--- config.mk ---
export PLATFORM = sky130hd
export DESIGN_NAME = uart_tx_fifo
export DESIGN_NICKNAME = d
export VERILOG_FILES = /design/src/rtl/uart_tx_fifo.sv
export SDC_FILE = /design/constraint.sdc
export NUM_CORES = 1
export LEC_CHECK = 0
export CAP_MARGIN = 20
export CORE_UTILIZATION = 47
export CTS_CLUSTER_DIAMETER = 150
export DETAILED_ROUTE_END_ITERATION = 7
export PLACE_DENSITY = 0.74
export SETUP_SLACK_MARGIN = 0.5
export SLEW_MARGIN = 20
export SYNTH_ARGS = -nofsm -noshare
export SYNTH_HDL_FRONTEND = slang
export SYNTH_SLANG_ARGS = --single-unit
export TNS_END_PERCENT = 10
--- constraint.sdc ---
create_clock -name clk -period 3 [get_ports clk]
set_input_delay 0.75 -clock clk [delete_from_list [all_inputs] [get_ports clk]]
set_output_delay 0.75 -clock clk [all_outputs]
set_load 0.03 [all_outputs]
--- src/rtl/uart_tx_fifo.sv ---
// Byte FIFO feeding an 8N1 serialiser. Writes are queued and shifted out LSB
// first, with frames back-to-back whenever the FIFO still holds data at STOP.
module uart_tx_fifo #(
    parameter int CLKS_PER_BIT = 16,
    parameter int FIFO_DEPTH   = 8,
    parameter int CNT_W        = 4
) (
    input  logic             clk,
    input  logic             reset,
    input  logic             wr_en,
    input  logic [7:0]       wr_data,
    output logic             full,
    output logic [CNT_W-1:0] level,
    output logic             busy,
    output logic             overflow,
    output logic             txd
);

    localparam int AW = $clog2(FIFO_DEPTH);
    localparam int BW = $clog2(CLKS_PER_BIT);
    localparam logic [BW-1:0]    BAUD_LAST = BW'(CLKS_PER_BIT - 1);
    localparam logic [CNT_W-1:0] DEPTH_CNT = CNT_W'(FIFO_DEPTH);

    typedef enum logic [1:0] {IDLE, START, DATA, STOP} state_t;

    state_t           state, state_nxt;
    logic [BW-1:0]    baud, baud_nxt;
    logic [2:0]       idx, idx_nxt;
    logic             txd_nxt;
    logic [7:0]       shift;
    logic [7:0]       mem [FIFO_DEPTH];
    logic [AW-1:0]    wr_ptr, rd_ptr;
    logic [CNT_W-1:0] count;
    logic             push, pop, empty, bit_end;

    assign full    = (count == DEPTH_CNT);
    assign empty   = (count == '0);
    assign level   = count;
    assign busy    = (state != IDLE);
    assign push    = wr_en && !full;
    assign bit_end = (baud == BAUD_LAST);

    // Storage carries no reset; only pointers and count define its contents.
    always_ff @(posedge clk) begin
        if (push) mem[wr_ptr] <= wr_data;
    end

    always_ff @(posedge clk or negedge reset) begin
        if (!reset) begin
            state    <= IDLE;
            baud     <= '0;
            idx      <= '0;
            txd      <= 1'b1;
            shift    <= '0;
            wr_ptr   <= '0;
            rd_ptr   <= '0;
            count    <= '0;
            overflow <= 1'b0;
        end else begin
            state <= state_nxt;
            baud  <= baud_nxt;
            idx   <= idx_nxt;
            txd   <= txd_nxt;
            if (pop) begin
                shift  <= mem[rd_ptr];
                rd_ptr <= rd_ptr + 1'b1;
            end
            if (push) wr_ptr <= wr_ptr + 1'b1;
            if (wr_en && full) overflow <= 1'b1;
            case ({push, pop})
                2'b10:   count <= count + 1'b1;
                2'b01:   count <= count - 1'b1;
                default: count <= count;
            endcase
        end
    end

    always_comb begin
        state_nxt = state;
        case (state)
            IDLE:  if (!empty) state_nxt = START;
            START: if (bit_end) state_nxt = DATA;
            DATA:  if (bit_end && idx == 3'd7) state_nxt = STOP;
            STOP:  if (bit_end) state_nxt = empty ? IDLE : START;
            default: state_nxt = IDLE;
        endcase
    end

    // txd is computed one cycle ahead so the line itself is a flop output.
    always_comb begin
        pop      = 1'b0;
        txd_nxt  = txd;
        baud_nxt = baud;
        idx_nxt  = idx;
        case (state)
            IDLE: begin
                baud_nxt = '0;
                idx_nxt  = '0;
                txd_nxt  = 1'b1;
                if (!empty) begin
                    pop     = 1'b1;
                    txd_nxt = 1'b0;
                end
            end
            START: begin
                if (bit_end) begin
                    baud_nxt = '0;
                    idx_nxt  = '0;
                    txd_nxt  = shift[0];
                end else begin
                    baud_nxt = baud + 1'b1;
                end
            end
            DATA: begin
                if (bit_end) begin
                    baud_nxt = '0;
                    if (idx == 3'd7) begin
                        txd_nxt = 1'b1;
                    end else begin
                        idx_nxt = idx + 3'd1;
                        txd_nxt = shift[idx + 3'd1];
                    end
                end else begin
                    baud_nxt = baud + 1'b1;
                end
            end
            STOP: begin
                if (bit_end) begin
                    baud_nxt = '0;
                    if (!empty) begin
                        pop     = 1'b1;
                        txd_nxt = 1'b0;
                    end else begin
                        txd_nxt = 1'b1;
                    end
                end else begin
                    baud_nxt = baud + 1'b1;
                end
            end
            default: begin
                txd_nxt  = 1'b1;
                baud_nxt = '0;
            end
        endcase
    end

endmodule

==> out/results.txt <==
outcome: completed
Mapped Nets: 281
crit path DAT: 2.69 ns
dpl cells: 380
vias in the first global route: 2181
initial antenna violation count: 0
first-pass GRT wire length: 10900 um
grt ovf: 0
VDD IR max: 432 uV
die height: 94.4 um
global-route usage over all layers: 0.169
WL final: 6650 um
commonest non-fill, non-tap cell in the layout: edfxtp_1
Hold Startpoint: overflow
Hold WS: 0.461 ns
layout cells sized above 1: 0.192
RSZ-0062 raised after global routing: true
Syn Inst Count: 255
CP Launch Type: input pin
Leak: 1.67 nW
Post-Route Utilization: 0.556
via count: 2132
Rows: 33
Unique masters post-synth: 45
clk_skew: 0.0104 ns
CP max FO: 8
Slew Limit Fails: 0
htree depth: 3
nets: 312
Die ar.: 0.00891 mm^2
Finish-stage setup viols: 0
Via density: 5.38
# IOs: 19
clk_lat worst skew: 0.35 ns
Residual DRC: 0
Worst Setup SP: wr_en
CP delay by family, top: buffers and inverters
syn_area_per_cell: 15.7 um^2
sequential share of the synthesized area: 0.660
Max Cap Violations: 0
I/O Buffers: 18
Power, Total: 4.45 mW
CP Buf/Inv Count: 3
Post-synth EDFFs: 64
commonest cells after routing, fill and taps aside: edfxtp_1 (64), dfrtp_1 (24), mux4_2 (17)
area grow syn2layout: 14.5%
setup bufs post-CTS: 0
Placer Congestion: 0.820
crit path capture type: flip-flop
worst setup margin: 0.530 ns
Finished Layout Cells: 396
synth warn: 0
FFs w/ async S/R, synth: 0.312
Final Cycle Share: 0.823
max_slew headroom: 0.475
diode count: 0
Critical Path, Cell by Cell: clkdlybuf4s50_1, nor2b_2, inv_1, ha_4, ha_1, inv_1, nor4_1, nand4b_1, o311ai_0
fmax: 405 MHz
synthesized cell area: 0.00401 mm^2
slowest cell on the critical path: clkdlybuf4s50_1
CTS max path bufs: 2
Setup WS pre-CTS: 0.145 ns
clock sinks: 93
HP Class: flip-flop to flip-flop
CP peak stage delay: 0.48 ns
Clk pin slew, worst setup/hold paths: 0.09 ns
Fin Setup TNS: 0 ns
1st-pass router iterations: 4
cts bufs inserted: 9
placed inst area: 0.00438 mm^2
wire length per cell: 16.8 um
Final Hold Fails: 0
largest net degree at the start of global routing: 30
CTS tree: built
Routed Antenna Nets: 0
DPL Wire Length: 4310 um
reg-to-reg startpoint: state[0]
most frequent CP cell: inv_1
post-synthesis sequential element count: 93
Initial DRC Count: 129
Final min period: 2.47 ns
Crit Path Category: input pin to flip-flop
top_reg_cell synth: edfxtp_1
DIE WIDTH: 94.4 um
critical path required time: 3.22 ns
Placeable Area: 0.00826 mm^2
Starting Density: 0.486
pwr/cell area: 969 mW/mm^2
root buffer cell: clkbuf_8
Final Instance Area: 0.00459 mm^2
Slew @ Worst Pin: 0.788 ns
-- flip-flops by register name, indices dropped and copies added, names as in the netlist --
register	cells
mem	64
shift	8
baud	4
level	4
idx	3
rd_ptr	3
wr_ptr	3
state	2
overflow	1
txd	1
-- final cells by class --
class,instances,area [um^2]
flip-flops and latches,93,2650
fillers,648,3660
repair buffers,29,264
well taps,105,131
clock buffers,9,124
multi-input cells,143,1310
clock inverters,7,72.6
inverters,10,37.5
-- power by group --
group / leakage [nW] / switching [mW] / internal, mW
sequential: 0.919 / 0.293 / 1.70
combinational: 0.661 / 0.821 / 0.816
clock: 0.0929 / 0.432 / 0.388
-- layer usage --
layer,wire length [um],track usage
met5,0,0
met4,78,0.0590
met3,299,0.0386
met2,3300,0.278
met1,2970,0.222
-- final timing paths --
path                            depth (start not counted)  slack (ns)  endpoint
max in group asynchronous                               2        1.90       txd
worst min-delay path                                    1        0.46  overflow
worst min register to register                          1        0.46  overflow
worst max register to register                          8        0.61  level[3]
worst max-delay path                                    9        0.53  level[3]
min in group asynchronous                               2        0.78   baud[1]
-- what timing repair did --
item,CTS,global route
endpoints found under the setup margin,2,2
hold buffers,0,0
resized for setup,1,3
endpoints found under the hold margin,0,0
-- synthesized netlist by cell type (6+ instances only) --
master    number  share of area
nand2_1       15          0.014
edfxtp_1      64           0.48
o21ai_0       10          0.012
inv_1         10         0.0094
a21oi_1        9          0.011
mux2i_1       11          0.027
nand2b_1       6         0.0094
nor3_1         6         0.0075
dfrtp_1       28           0.17
nor2_1        16          0.015
mux4_2        17          0.095
ha_1          14          0.044
-- cells by family (layout without fill, tap and decap cells) --
logic type,count (synthesis),after routing,share of synthesized area
muxes,30,30,0.128
AOI/OAI and AO/OA,31,31,0.0474
buffers and inverters,19,55,0.0221
and+or+nand+nor,61,61,0.0804
xor gates and xnor gates,6,6,0.0131
DFF,93,93,0.660
adders and majority gates,15,15,0.0486
-- worst register-to-register path, stage by stage (launching register included) --
cell      delay [ns]
dfrtp_1         0.42
inv_1           0.12
ha_1            0.39
nor3_4          0.28
ha_4            0.21
ha_1            0.23
a21oi_1         0.19
o21ai_0         0.13
o311ai_0        0.31
(Power assumes the default switching activity.)
